**config.mk**
```make
export PLATFORM = sky130hd
export DESIGN_NAME = muldiv_unit
export DESIGN_NICKNAME = d
export VERILOG_FILES = /design/src/rtl/muldiv_unit.sv
export SDC_FILE = /design/constraint.sdc
export NUM_CORES = 1
export LEC_CHECK = 0
export BUFFER_PORTS_ARGS = -buffer_cell sky130_fd_sc_hd__buf_4
export CORE_MARGIN = 10
export CORE_UTILIZATION = 35
export CTS_CLUSTER_DIAMETER = 120
export DETAILED_ROUTE_END_ITERATION = 10
export SLEW_MARGIN = 10
export SYNTH_ARGS = -nofsm -noshare
export SYNTH_HDL_FRONTEND = slang
export SYNTH_SLANG_ARGS = --single-unit
```
**constraint.sdc**
```tcl
create_clock -name clk -period 3.6 [get_ports clk]
set_clock_uncertainty 0.1 [all_clocks]
set_input_delay 0.36 -clock clk [delete_from_list [all_inputs] [get_ports clk]]
set_output_delay 0.36 -clock clk [all_outputs]
set_load 0.02 [all_outputs]
```
**src/rtl/muldiv_unit.sv**
```systemverilog
// Iterative multiply/divide unit: MULT/MULTU by shift-add, DIV/DIVU by
// restoring division, one step per cycle, results held in HI/LO.
// Ports:
//   clk, rst          clock, synchronous active-high reset
//   start, op, a, b   issue request: 00 MULT, 01 MULTU, 10 DIV, 11 DIVU
//   cancel            abort an in-flight operation
//   busy, done        busy during CALC/FIX; done pulses one cycle
//   div_by_zero       with done: the divide had b == 0
//   hi, lo            product halves, or remainder / quotient
module muldiv_unit #(
   parameter int WIDTH = 32
) (
   input  logic             clk,
   input  logic             rst,
   input  logic             start,
   input  logic [1:0]       op,
   input  logic [WIDTH-1:0] a,
   input  logic [WIDTH-1:0] b,
   input  logic             cancel,
   output logic             busy,
   output logic             done,
   output logic             div_by_zero,
   output logic [WIDTH-1:0] hi,
   output logic [WIDTH-1:0] lo
);

   localparam int CW = $clog2(WIDTH + 1);

   typedef enum logic [1:0] {
      S_IDLE,
      S_CALC,
      S_FIX,
      S_DONE
   } state_t;

   state_t               state_q, state_d;
   logic [CW-1:0]        cnt_q, cnt_d;
   logic [1:0]           op_q, op_d;
   logic                 neg_a_q, neg_a_d;
   logic                 neg_b_q, neg_b_d;
   logic [WIDTH-1:0]     a_q, a_d;
   // multiplicand for multiply, divisor magnitude for divide
   logic [WIDTH-1:0]     m_q, m_d;
   // multiply: {partial product, multiplier}
   // divide:   {partial remainder, dividend / quotient bits}
   logic [2*WIDTH-1:0]   acc_q, acc_d;
   logic [WIDTH-1:0]     hi_q, hi_d;
   logic [WIDTH-1:0]     lo_q, lo_d;
   logic                 dbz_q, dbz_d;

   logic                 in_sgn;
   logic [WIDTH-1:0]     abs_a;
   logic [WIDTH-1:0]     abs_b;
   logic [WIDTH:0]       msum;
   logic [2*WIDTH-1:0]   mul_nxt;
   logic [WIDTH:0]       dsh;
   logic [WIDTH:0]       ddif;
   logic [2*WIDTH-1:0]   div_nxt;
   logic [2*WIDTH-1:0]   prod_s;
   logic [WIDTH-1:0]     quo;
   logic [WIDTH-1:0]     rem;
   logic [WIDTH-1:0]     quo_s;
   logic [WIDTH-1:0]     rem_s;

   assign in_sgn = ~op[0];
   assign abs_a  = (in_sgn && a[WIDTH-1]) ? -a : a;
   assign abs_b  = (in_sgn && b[WIDTH-1]) ? -b : b;

   // shift-add: add multiplicand when the multiplier LSB is set,
   // then shift the whole accumulator right by one
   assign msum    = {1'b0, acc_q[2*WIDTH-1:WIDTH]}
                  + {1'b0, (acc_q[0] ? m_q : {WIDTH{1'b0}})};
   assign mul_nxt = {msum, acc_q[WIDTH-1:1]};

   // restoring step: remainder is always below the divisor, so the
   // top bit of the (W+1)-bit difference is a clean borrow flag
   assign dsh     = {acc_q[2*WIDTH-1:WIDTH], acc_q[WIDTH-1]};
   assign ddif    = dsh - {1'b0, m_q};
   assign div_nxt = ddif[WIDTH]
                  ? {dsh[WIDTH-1:0], acc_q[WIDTH-2:0], 1'b0}
                  : {ddif[WIDTH-1:0], acc_q[WIDTH-2:0], 1'b1};

   // (-2^(W-1)) / -1 falls out naturally: magnitude quotient 2^(W-1)
   // with positive sign already reads back as 0x80..0
   assign prod_s = (neg_a_q ^ neg_b_q) ? -acc_q : acc_q;
   assign quo    = acc_q[WIDTH-1:0];
   assign rem    = acc_q[2*WIDTH-1:WIDTH];
   assign quo_s  = (neg_a_q ^ neg_b_q) ? -quo : quo;
   assign rem_s  = neg_a_q ? -rem : rem;

   always_comb begin
      state_d = state_q;
      cnt_d   = cnt_q;
      op_d    = op_q;
      neg_a_d = neg_a_q;
      neg_b_d = neg_b_q;
      a_d     = a_q;
      m_d     = m_q;
      acc_d   = acc_q;
      hi_d    = hi_q;
      lo_d    = lo_q;
      dbz_d   = dbz_q;
      unique case (state_q)
         S_IDLE, S_DONE: begin
            state_d = S_IDLE;
            if (start && !cancel) begin
               state_d = S_CALC;
               cnt_d   = '0;
               op_d    = op;
               neg_a_d = in_sgn & a[WIDTH-1];
               neg_b_d = in_sgn & b[WIDTH-1];
               a_d     = a;
               if (op[1]) begin
                  m_d   = abs_b;
                  acc_d = {{WIDTH{1'b0}}, abs_a};
               end else begin
                  m_d   = abs_a;
                  acc_d = {{WIDTH{1'b0}}, abs_b};
               end
            end
         end
         S_CALC: begin
            if (cancel) begin
               state_d = S_IDLE;
            end else begin
               acc_d = op_q[1] ? div_nxt : mul_nxt;
               cnt_d = cnt_q + 1'b1;
               if (cnt_q == CW'(WIDTH - 1)) begin
                  state_d = S_FIX;
               end
            end
         end
         S_FIX: begin
            if (cancel) begin
               state_d = S_IDLE;
            end else begin
               state_d = S_DONE;
               dbz_d   = 1'b0;
               if (!op_q[1]) begin
                  hi_d = prod_s[2*WIDTH-1:WIDTH];
                  lo_d = prod_s[WIDTH-1:0];
               end else if (m_q == '0) begin
                  hi_d  = a_q;
                  lo_d  = '1;
                  dbz_d = 1'b1;
               end else begin
                  hi_d = rem_s;
                  lo_d = quo_s;
               end
            end
         end
         default: state_d = S_IDLE;
      endcase
   end

   always_ff @(posedge clk) begin
      if (rst) begin
         state_q <= S_IDLE;
         cnt_q   <= '0;
         op_q    <= '0;
         neg_a_q <= 1'b0;
         neg_b_q <= 1'b0;
         a_q     <= '0;
         m_q     <= '0;
         acc_q   <= '0;
         hi_q    <= '0;
         lo_q    <= '0;
         dbz_q   <= 1'b0;
      end else begin
         state_q <= state_d;
         cnt_q   <= cnt_d;
         op_q    <= op_d;
         neg_a_q <= neg_a_d;
         neg_b_q <= neg_b_d;
         a_q     <= a_d;
         m_q     <= m_d;
         acc_q   <= acc_d;
         hi_q    <= hi_d;
         lo_q    <= lo_d;
         dbz_q   <= dbz_d;
      end
   end

   assign busy        = (state_q == S_CALC) || (state_q == S_FIX);
   assign done        = (state_q == S_DONE);
   assign div_by_zero = done & dbz_q;
   assign hi          = hi_q;
   assign lo          = lo_q;

endmodule
```
Yosys cells after proc, flatten, opt, wreduce, memory -nomap -nowiden
Cells that the tools add are included.
- word-level logic and storage cells: 71
- bits in registers: 205
- output and inout port bits: 67
- multiplexer cells: 27
- equality and inequality tests: 7
- $add $sub $neg: 8
- reduce and logical (&&, ||, !) cells: 12
- bitwise gates (word level): 6
- operator list (cell ; number):
    $mux W32 ; 11
    $mux W64 ; 5
    $neg A32 Y32 ; 4
    $pmux W64 S2 ; 1
    $neg A64 Y64 ; 1
    $add A32 B32 Y33 ; 1
    $sub A33 B32 Y33 ; 1
    $logic_not A32 Y1 ; 1
    $mux W6 ; 2
    $pmux W6 S2 ; 1
    $add A6 B1 Y6 const B ; 1
    $eq A6 B5 Y1 const B ; 1
    $mux W2 ; 3
    $pmux W2 S3 ; 1
    $eq A2 B2 Y1 const B ; 2
    $ne A2 B2 Y1 const B ; 2
    $reduce_and A2 Y1 ; 2
    $and A1 B1 Y1 ; 3
    $logic_and A1 B1 Y1 ; 3
    $mux W1 ; 3
    $ne A3 B3 Y1 const B ; 1
    $reduce_and A3 Y1 ; 1
    $eq A2 B1 Y1 const B ; 1
    $logic_not A2 Y1 ; 1
    6 further kinds ; 7

Depth between registers and ports, before layout
Gate-level depths: netlist of the first run.
- depth in word-level cells: 6
- gate-level depth with buffers: 14
- gate-level depth less buffers: 13

Worst setup path after synthesis of the first run
OpenSTA, ideal clock, no wires.
- path type: register to register
- start point: register acc_q[0]
- end point: register acc_q[62]
- stages on the path, launching flop included: 15
- arrival time: 3.120 ns
- library setup time: 0.095 ns
- clock period less this slack: 3.315 ns
- path slack: 0.285 ns
- path through: dfxtp_1 inv_1 clkbuf_1 nor2_1 ha_1 clkbuf_1 nand2_1 or3_1 or4b_1 o211ai_1 a21oi_1 o21ai_1 xnor2_1 a21o_1 a221oi_1
- cells in the longest elaborated chain, start to end: 5
- RTL lines (item ; RTL line ; RTL):
    start: declaration ; 46 ; logic [2*WIDTH-1:0] acc_q, acc_d;
    start signal: assignment ; 165 ; acc_q <= '0;
    start signal: assignment ; 177 ; acc_q <= acc_d;
    $mux W32 ; 72 ; + {1'b0, (acc_q[0] ? m_q : {WIDTH{1'b0}})};
    $add A32 B32 Y33 ; 72 ;
    $mux W64 ; 126 ; acc_d = op_q[1] ? div_nxt : mul_nxt;
    $mux W64 ; 123 ; if (cancel) begin
    $pmux W64 S2 ; 103 ; unique case (state_q)
Every way passes these cells. The select of a mux whose other input is x is not followed.
A chain may end at the register's enable or synchronous reset.

Final worst setup path of the first run
- start point: register acc_q[31]
- end point: register acc_q[50]
- cells in the longest elaborated chain, start to end: 5
- RTL lines (item ; RTL line ; RTL):
    $sub A33 B32 Y33 ; 78 ; assign ddif = dsh - {1'b0, m_q};
    $mux W64 ; 80 ; ? {dsh[WIDTH-1:0], acc_q[WIDTH-2:0], 1'b0}
    $mux W64 ; 126 ;
    $mux W64 ; 123 ;
    $pmux W64 S2 ; 103 ;
Every way passes these cells. The select of a mux whose other input is x is not followed.

==> reports/metrics.cfg, run 1 <==
[clock_network]
cts.reportedPaths.clkPinSlew_ns=0.06
cts_tree=yes
cts-root-buf=clkbuf_16
clock-sinks=204
cts_buffer_depth=3
cts_buffers=26
clk_latency_ns=0.58
h-tree-depth=1

[critical_path]
r2r_setup_slack_ns=0.07
critical_path_class=reg -> reg
critical_path.max_fanout=4
reg2reg_from=acc_q[31]$_SDFFE_PP0P_
reg2reg_to=acc_q[50]$_SDFFE_PP0P_
reg2reg_depth=13
cp.required_ns=3.93
cp.arrival_ns=3.85
end_kind=register
crit_path_start_kind=register

[global_route]
grt_remaining_overflow=0
grt_first_pass_wirelength_microns=105900
grt_start_max_net_pins=69
met1_usage_pct=33.53
antenna_found_initial=0
grt_pass1_vias=16870
use_met2_pct=37.48
gr-max-usage-layer=met2
gr-usage-all-layers_pct=24.07
met3_usage_pct=3.754

[run]
cap_violations=0

[placed_design]
hpwl_microns=55950
place_inst=2970
port_buffers=136
gp_congestion=0.9604
dp_slack_ns=0.04320

[min_path]
hp-class=in -> reg
min_from=a[9]
hold_path_depth=3
whs_endpoint=a_q[9]$_SDFFE_PP0P_

[sta]
period_needed_ns=3.526
relSlewSlack_pct=34.29
max_freq_ghz=0.2836
setup_slack_ns=0.07362
worstMarginPinSlew_ns=0.9833
final.setup.tns_ns=0
slew_viol_final=0
hold_violations=0
setup_violations=0
fin_crit_sh_pct=97.95
whs_ns=0.01426

[power_and_ir_drop]
p_per_area_nw_per_um2=351.0
ir_worst_vdd_mv=0.3587
cellLeakagePower_nw=8.153

[finish]
fillers=4778
num-nets-final=2550
syn_to_final_growth_pct=20.61
antennaDiodeCount=0
drive_above_1_share_pct=16.25
multi_input_area_sq_um=11460
final_cells=3032
seqCellArea_sq_um=4088

[synth]
syn_area_sq_um=16320
synth_flop_cell=dfxtp_1
synth_edf_count=0
ys_seq_area_share_pct=25.03
synth-seq-cells=204
synth_area_per_cell_sq_um=7.248
synth_nets=2395
netlist_instances=2251
ys_types=83
synthArstFlopShare_pct=0
yosysWarnings=0

[die]
num_rows=79
io_pins=137
die_width_microns=235.9
die_y_microns=235.9
coreArea_sq_um=46360
initial_utilization_pct=35.19
dieArea_sq_um=55650

[routing]
drt_iter0_markers=1720
ant_nets=0
dr.pass1.iters=6
drt_wl_total_microns=70300
wl_per_cell_microns=23.19
remaining_drc_errors=0
vias_per_cell=5.805
num_vias=17600

[run_status]
status=completed

[layer usage]
metal  wire (microns)  vias to the layer above  share of wire [%]
li1                 -                     8383                  -
met1            31770                     8436                 45
met2            30840                      680                 44
met3             5619                      103                8.0
met4             2071                        0                2.9
met5                0                        -                  0
[placed cells by master, fill, tap and decap left out, types with 19 or more instances in the layout]
cell	instances
a21o_1	34
mux2_2	28
or3_1	24
o21ai_0	153
mux2i_1	45
nand4_1	21
ha_1	71
buf_4	267
dfxtp_1	203
nand2_1	271
a22oi_1	19
a211oi_1	67
o31ai_1	19
xnor2_1	99
clkbuf_16	26
nor2_1	282
o22ai_1	27
o211ai_1	38
nor4_1	29
a21oi_1	215
inv_1	61
nor3_1	54
xor2_1	89
[cell usage after synthesis (all sizes together), types with 4 or more instances]
cell | count | area share (%)
a22o | 8 | 0.43
mux2 | 28 | 1.9
nor3 | 55 | 1.8
nor2b | 14 | 0.54
or2 | 8 | 0.32
a221oi | 7 | 0.38
o41ai | 12 | 0.69
xnor2 | 101 | 5.5
nand2b | 13 | 0.50
or4 | 13 | 0.77
nor2 | 284 | 6.5
nand2 | 271 | 6.2
nor4 | 32 | 1.4
a211oi | 67 | 3.1
dfxtp | 204 | 25
nand4 | 22 | 0.88
nand3 | 18 | 0.55
clkbuf | 138 | 3.2
o221ai | 5 | 0.27
ha | 72 | 5.5
o31ai | 19 | 0.87
a221o | 4 | 0.25
inv | 61 | 1.4
or3 | 27 | 1.1
and3 | 8 | 0.31
a41oi | 4 | 0.21
o21a | 13 | 0.60
a22oi | 19 | 0.87
o21ai | 161 | 5.0
a211o | 8 | 0.43
xor2 | 90 | 4.8
o211ai | 38 | 1.7
mux2i | 45 | 2.8
a21oi | 217 | 6.7
a31o | 4 | 0.21
o21bai | 5 | 0.23
and2 | 15 | 0.58
a311oi | 12 | 0.68
a21o | 34 | 1.6
a31oi | 19 | 0.73
buf | 18 | 0.67
o22ai | 27 | 1.0
[sequential cells by signal, indices dropped and copies added (netlist names), 2 cells and up]
| name | count |
|---|---|
| state_q | 2 |
| lo | 32 |
| a_q | 32 |
| acc_q | 64 |
| hi | 32 |
| m_q | 32 |
| cnt_q | 6 |
[worst max-delay path, stage by stage, from the launching register on]
cell,delay (ns)
dfxtp_1,0.40
inv_1,0.14
ha_1,0.24
fa_1,0.40
nand2b_1,0.23
a21oi_1,0.18
o21ai_0,0.22
buf_4,0.21
o21ai_1,0.30
nand3_1,0.13
nand2_1,0.11
xor2_1,0.27
mux2i_1,0.11
o21ai_0,0.34
[worst max-delay path by stage]
stage / cells after the start / endpoint / startpoint
after detailed placement: 12 / acc_q[36]$_SDFFE_PP0P_ / m_q[19]$_SDFFE_PP0P_
after global placement: 12 / acc_q[36]$_SDFFE_PP0P_ / m_q[19]$_SDFFE_PP0P_
after CTS: 12 / acc_q[0]$_SDFFE_PP0P_ / m_q[19]$_SDFFE_PP0P_
final: 13 / acc_q[50]$_SDFFE_PP0P_ / acc_q[31]$_SDFFE_PP0P_
after global routing: 12 / acc_q[55]$_SDFFE_PP0P_ / acc_q[32]$_SDFFE_PP0P_
after floorplan: 14 / acc_q[62]$_SDFFE_PP0P_ / acc_q[0]$_SDFFE_PP0P_
[repair_timing]
| action | CTS | global route |
|---|---|---|
| gates resized for setup | 0 | 13 |
| endpoints found under the hold margin | 12 | 0 |
| setup buffers | 0 | 3 |
| hold buffers | 12 | 0 |
| setup endpoints to repair | 0 | 21 |
[final cells by class]
class / instances / share of cell area [%]
Inverter: 62 / 1.183
Tap cell: 607 / 3.860
Clock buffer: 32 / 3.726
Timing Repair Buffer: 283 / 11.18
Clock inverter: 15 / 1.024
Sequential cell: 204 / 20.77
Multi-Input combinational cell: 1829 / 58.26
[power by group]
| group | switching [mW] | total [mW] | internal, mW |
|---|---|---|---|
| clock | 1.15 | 2.89 | 1.74 |
| combinational | 0.988 | 1.60 | 0.613 |
| sequential | 0.0929 | 2.42 | 2.33 |
| total | 2.23 | 6.91 | 4.68 |
[per-stage QoR]
stage          power, mW  area, sq um  util (%)
6_report           6.907        19680     42.45
5_1_grt            7.140        19680     42.45
4_1_cts            6.888        19600     42.29
3_5_place_dp       4.010        18550     40.01
3_3_place_gp       4.001        18550     40.01
2_1_floorplan      3.389        16320         -
[cells by family after synthesis]
logic type	share of synthesized area, %
DFF	25.03
and+or+nand+nor	22.03
buffers and inverters	5.299
xor gates and xnor gates	10.30
muxes	4.693
adders and majority gates	5.767
AOI/OAI and AO/OA	26.88
(Power assumes the default switching activity.)
==> inputs of run 2 (changes only) <==
CELL_PAD_IN_SITES_DETAIL_PLACEMENT = 1   (was unset)
CELL_PAD_IN_SITES_GLOBAL_PLACEMENT = 1   (was unset)
PLACE_DENSITY_LB_ADDON = 0.1   (was unset)
==> run 2 against run 1 <==
Net effect:
- power increased by 2.5%
- sequential cell count did not move
- largest cell class unchanged
- clock power is 7% higher
- register-to-register slack improved by 0.07 ns
- worst hold slack hardly changed
==> reports/metrics.cfg, run 2 (same netlist as run 1, synthesis figures left out) <==
[clock_network]
cts_buffer_depth=3  ; unchanged
cts.reportedPaths.clkPinSlew_ns=0.06  ; about the same
cts-root-buf=clkbuf_16
cts_tree=yes
h-tree-depth=1  ; unchanged
clock-sinks=204  ; unchanged
cts_buffers=28  ; +7.7%
clk_latency_ns=0.60  ; +0.02 ns

[global_route]
grt_start_max_net_pins=101  ; +46%
grt_first_pass_wirelength_microns=111600  ; +5.4%
gr-usage-all-layers_pct=25.41  ; +1.3 points
grt_pass1_vias=17720  ; +5.0%
grt_remaining_overflow=0  ; unchanged
antenna_found_initial=1  ; +1

[sta]
hold_violations=0  ; unchanged
period_needed_ns=3.454  ; -0.07250 ns
relSlewSlack_pct=32.50  ; -1.8 points
setup_violations=0  ; unchanged
rsz0062_at_grt=no
setup_slack_ns=0.1461  ; +0.07250 ns
worstMarginPinSlew_ns=1.009  ; +0.02547 ns
slew_viol_final=0  ; unchanged
max_freq_ghz=0.2895  ; +2.1%
fin_crit_sh_pct=95.94  ; -2.0 points

[die]
num_rows=79  ; unchanged
coreArea_sq_um=46360  ; unchanged
die_width_microns=235.9  ; unchanged
initial_utilization_pct=35.19  ; unchanged
die_y_microns=235.9  ; unchanged
io_pins=137  ; unchanged
dieArea_sq_um=55650  ; unchanged

[placed_design]
dp_slack_ns=-0.02719  ; -0.07039 ns
port_buffers=136  ; unchanged
hpwl_microns=59050  ; +5.5%
gp_congestion=0.9419  ; -1.9%

[critical_path]
end_kind=register
cp_slowest_cell=fa_1
critical_path_class=reg -> reg
cpPeakStageDelay_ns=0.40  ; about the same
crit_path_start_kind=register
cp_cell_sequence=inv_1 -> ha_1 -> fa_1 -> nand2b_1 -> a21o_1 -> nand3_1 -> a311oi_2 -> o21ai_2 -> xnor2_4 -> buf_12 -> mux2_2 -> a22oi_1 -> o21ai_0
cp.required_ns=3.95  ; +0.02 ns
critical_path.max_fanout=21  ; +17
cp.arrival_ns=3.80  ; -0.05 ns
cp_num_buf_inv=2  ; unchanged
critPathTopFamily=compound AO/OA/AOI/OAI gates

[finish]
num-nets-final=2523  ; -1.1%
fillers=5724  ; +20%
layout_commonest_cell=nor2_1
seqCellArea_sq_um=4089  ; about the same
most-common-layout-cells=nor2_1, nand2_1, buf_4
multi_input_area_sq_um=11440  ; -0.20%
syn_to_final_growth_pct=19.76
drive_above_1_share_pct=14.96  ; -1.3 points
top_register=acc_q
antennaDiodeCount=0  ; unchanged
largest_reg_flops=64  ; unchanged

[power_and_ir_drop]
power.total_mw=7.083  ; +2.5%
seqPwrFrac_pct=34.1  ; -0.9 points
p_int_mw=4.805  ; +2.7%
pwr-share-comb_pct=22.4  ; -0.8 points
ir_worst_vdd_mv=0.3792  ; +5.7%
p_switching_mw=2.278  ; +2.2%
cellLeakagePower_nw=8.026  ; -1.6%
clockPowerShare_pct=43.5  ; +1.7 points
swShare_pct=32.16  ; -0.10 points
p_per_area_nw_per_um2=362.5  ; +3.3%

[routing]
num_vias=17620  ; +0.11%
ant_nets=0  ; unchanged
dr.pass1.iters=5  ; -1
remaining_drc_errors=0  ; unchanged
drt_wl_total_microns=74240  ; +5.6%
vias_per_cell=5.860  ; +0.94%
drt_iter0_markers=1300  ; -24%
wl_per_cell_microns=24.69  ; +6.5%

[run_status]
status=completed

[run]
cap_violations=0  ; unchanged

[min_path]
hp-class=in -> reg

-- run 2: cell types whose count changed in the layout (fill, tap and decap cells not counted), sizes merged --
cell	delta
clkinvlp	+1
inv	-3
bufinv	+1
clkbuf	+6
clkinv	-1
buf	-33
dlygate4sd3	+4
-- run 2: area by class of cell --
type / count / area share [%]
Inverter: 62 / 1.191
Multi-Input combinational cell: 1829 / 58.55
Clock inverter: 13 / 1.185
Tap cell: 607 / 3.887
Timing Repair Buffer: 254 / 10.22
Sequential cell: 204 / 20.93
Clock buffer: 38 / 4.040
-- run 2: worst min-delay path, delay by kind of cell --
family	cells	cell delay, ns
AO/OA/AOI/OAI	1	0.07
buffers and inverters	1	0.13
AND/OR/NAND/NOR	1	0.08
-- run 2: layer usage --
| layer | part of all wire (%) | global-route usage (%) | vias up |
|---|---|---|---|
| met4 | 2.8 | 7.187 | 2 |
| met1 | 46 | 34.12 | 8666 |
| li1 | - | - | 8327 |
| met5 | 0.027 | 0 | - |
| met3 | 8.0 | 6.369 | 84 |
| met2 | 43 | 39.37 | 542 |
-- run 2: metrics by stage --
stage / TNS [ns] / std cells / cell area [sq um] / utilization [%] / hold slack (ns)
floorplan: 0 / 2251 / 16320 / - / 0.3317
global placement: -0.01078 / 2939 / 18320 / 39.52 / 0.3372
detailed placement: -0.02719 / 2939 / 18320 / 39.52 / 0.3487
CTS: 0 / 3006 / 19500 / 42.07 / 0.001963
global route: 0 / 3007 / 19540 / 42.15 / 0.003343
finish: 0 / 3007 / 19540 / 42.15 / 0.01388
-- run 2: worst paths after layout --
kind / slack [ns] / from / cells after the start / to
worst max register to register: 0.15 / acc_q[31]$_SDFFE_PP0P_ / 13 / acc_q[48]$_SDFFE_PP0P_
worst max-delay path: 0.15 / acc_q[31]$_SDFFE_PP0P_ / 13 / acc_q[48]$_SDFFE_PP0P_
worst min register to register: 0.35 / dbz_q$_SDFFE_PP0P_ / 2 / dbz_q$_SDFFE_PP0P_
worst min-delay path: 0.01 / a[27] / 3 / a_q[27]$_SDFFE_PP0P_
-- run 2: timing repair --
action | CTS | global route
setup buffers | 0 | 1
setup endpoints to repair | 0 | 14
gates resized for setup | 0 | 8
hold endpoints to repair | 16 | 0
hold buffers | 16 | 0
-- run 2: power by group through the flow --
stage | Combinational (mW) | Sequential [mW] | Clock, mW
3_3_place_gp | 1.52 | 2.46 | 0
4_1_cts | 1.56 | 2.41 | 3.13
3_5_place_dp | 1.54 | 2.46 | 0
2_1_floorplan | 0.969 | 2.42 | 0
6_report | 1.59 | 2.41 | 3.08
5_1_grt | 1.72 | 2.42 | 3.23
==> inputs of run 3 (changes only) <==
BUFFER_PORTS_ARGS = -buffer_cell sky130_fd_sc_hd__buf_2   (was -buffer_cell sky130_fd_sc_hd__buf_4)
==> run 3 against run 2 <==
Net effect:
- utilization fell by 0.43 points
- sequential share of layout area rose by 0.21 points
- worst setup slack got worse by 0.019 ns
==> reports/metrics.cfg, run 3 (same netlist as run 1, synthesis figures left out) <==
[run_status]
status=completed

[clock_network]
h-tree-depth=1  ; unchanged
cts.reportedPaths.clkPinSlew_ns=0.06  ; about the same
cts_buffer_depth=3  ; unchanged
cts_tree=yes
clk_latency_ns=0.58  ; -0.02 ns
cts-root-buf=clkbuf_16
cts_buffers=28  ; unchanged
clock-sinks=204  ; unchanged

[sta]
period_needed_ns=3.473  ; +0.01886 ns
worstMarginPinSlew_ns=0.9777  ; -0.03110 ns
hold_violations=0  ; unchanged
max_freq_ghz=0.2880  ; -0.54%
setup_violations=0  ; unchanged
slew_viol_final=0  ; unchanged
setup_slack_ns=0.1273  ; -0.01886 ns
relSlewSlack_pct=33.13  ; +0.64 points
rsz0062_at_grt=no
fin_crit_sh_pct=96.47  ; +0.52 points

[finish]
postLayoutCellArea_sq_um=19340  ; -1.0%
postLayoutCoreUtil_pct=41.72  ; -0.43 points
layout_commonest_cell=nor2_1
drive_above_1_share_pct=16.25  ; +1.3 points
top_register=acc_q
syn_to_final_growth_pct=18.53
num-nets-final=2553  ; +1.2%
most-common-layout-cells=nor2_1, nand2_1, a21oi_1
final_cells=3039  ; +1.1%
largest_reg_flops=64  ; unchanged

[power_and_ir_drop]
p_per_area_nw_per_um2=364.8  ; +0.64%
clockPowerShare_pct=43.1  ; -0.4 points
ir_worst_vdd_mv=0.3363  ; -11%
swShare_pct=32.41  ; +0.25 points
p_switching_mw=2.286  ; +0.37%
cellLeakagePower_nw=8.123  ; +1.2%
pwr-share-comb_pct=22.7  ; +0.3 points
power.total_mw=7.055  ; -0.39%
seqPwrFrac_pct=34.2  ; about the same
p_int_mw=4.769  ; -0.76%

[global_route]
grt_start_max_net_pins=79  ; -22%
grt_first_pass_wirelength_microns=114900  ; +2.9%
antenna_found_initial=3  ; +2
grt_pass1_vias=17940  ; +1.3%
gr-usage-all-layers_pct=26.22  ; +0.82 points
grt_remaining_overflow=0  ; unchanged

[placed_design]
place_inst=2973  ; +1.2%
hpwl_microns=60880  ; +3.1%
gp_congestion=0.9348  ; -0.75%
dp_slack_ns=-0.1202  ; -0.09302 ns
port_buffers=136  ; unchanged
dpl_cell_area_sq_um=18220  ; -0.59%

[critical_path]
crit_path_start_kind=input port
reg2reg_to=acc_q[59]$_SDFFE_PP0P_
reg2reg_depth=13  ; unchanged
r2r_setup_slack_ns=0.17  ; +0.02 ns
reg2reg_from=acc_q[0]$_SDFFE_PP0P_
critical_path_class=in -> reg
end_kind=register
cp.required_ns=4.00  ; +0.05 ns
critical_path.max_fanout=5  ; -76%
cp.arrival_ns=3.87  ; +0.07 ns

[routing]
met3WireLength_microns=5422  ; -9.2%
num_vias=17890  ; +1.5%
drt_wl_total_microns=76250  ; +2.7%
remaining_drc_errors=0  ; unchanged
drt_iter0_markers=1387  ; +6.7%
vias_per_cell=5.886  ; +0.45%
wl_per_cell_microns=25.09  ; +1.6%
dr.pass1.iters=5  ; unchanged
ant_nets=0  ; unchanged
wl_met2_microns=32720  ; +2.1%
wl_met1_microns=35990  ; +5.4%
highest_layer=met5

[min_path]
hp-class=in -> reg
whs_endpoint=a_q[25]$_SDFFE_PP0P_
min_from=a[25]
hold_path_depth=3  ; unchanged

[die]
io_pins=137  ; unchanged
num_rows=79  ; unchanged
die_y_microns=235.9  ; unchanged
coreArea_sq_um=46360  ; unchanged
initial_utilization_pct=35.19  ; unchanged
dieArea_sq_um=55650  ; unchanged
die_width_microns=235.9  ; unchanged

[run]
cap_violations=0  ; unchanged

run 3: how the worst max path moves through the flow:
stage | from | end | cells past startpoint
3_5_place_dp | b[9] | acc_q[22]$_SDFFE_PP0P_ | 10
6_report | a[5] | acc_q[29]$_SDFFE_PP0P_ | 12
5_1_grt | m_q[1]$_SDFFE_PP0P_ | acc_q[55]$_SDFFE_PP0P_ | 11
2_1_floorplan | acc_q[0]$_SDFFE_PP0P_ | acc_q[62]$_SDFFE_PP0P_ | 14
3_3_place_gp | b[9] | acc_q[22]$_SDFFE_PP0P_ | 10
4_1_cts | m_q[19]$_SDFFE_PP0P_ | acc_q[54]$_SDFFE_PP0P_ | 12
run 3: worst max-delay path, cell delays in order:
cell and delay, ns:
dlygate4sd3_1 0.53, buf_2 0.18, nor4_1 0.27, buf_4 0.19
and2_1 0.16, nand4_2 0.23, or4_1 0.53, o21ai_1 0.18
xor2_1 0.10, a211oi_1 0.84, a211oi_1 0.10, nor3_1 0.19
run 3: what timing repair did:
| item | CTS | global route |
|---|---|---|
| endpoints found under the setup margin | 0 | 21 |
| hold buffers | 10 | 0 |
| hold endpoints to repair | 10 | 0 |
| buffers inserted | 0 | 3 |
| resized for setup | 0 | 1 |
run 3: power groups by stage:
stage / sequential, mW / combinational, mW / clock, mW
after global placement: 2.46 / 1.54 / 0
after global routing: 2.43 / 1.73 / 3.17
after floorplan: 2.42 / 0.969 / 0
after detailed placement: 2.46 / 1.56 / 0
final: 2.42 / 1.60 / 3.04
after CTS: 2.41 / 1.57 / 3.08
run 3: layer usage:
layer,vias up,track usage [%]
met3,78,5.044
met1,8859,36.78
met2,567,39.70
li1,8383,-
met4,2,7.770
met5,-,0
run 3: final cells by class:
type / instances / area [sq um]
inverter: 62 / 232.7
tap: 607 / 759.5
sequential: 204 / 4088
fill: 5818 / 27020
clock inverter: 18 / 235.2
timing repair buffer: 284 / 1844
clock buffer: 34 / 763.2
antenna: 1 / 2.502
multi-input combinational: 1829 / 11410
run 3: per-stage QoR:
step	hold slack, ns	setup TNS, ns
2_1_floorplan	0.3317	0
3_3_place_gp	0.3339	-0.1978
3_5_place_dp	0.3310	-0.1887
4_1_cts	0.001496	0
5_1_grt	0.01663	0
6_report	0.01636	0
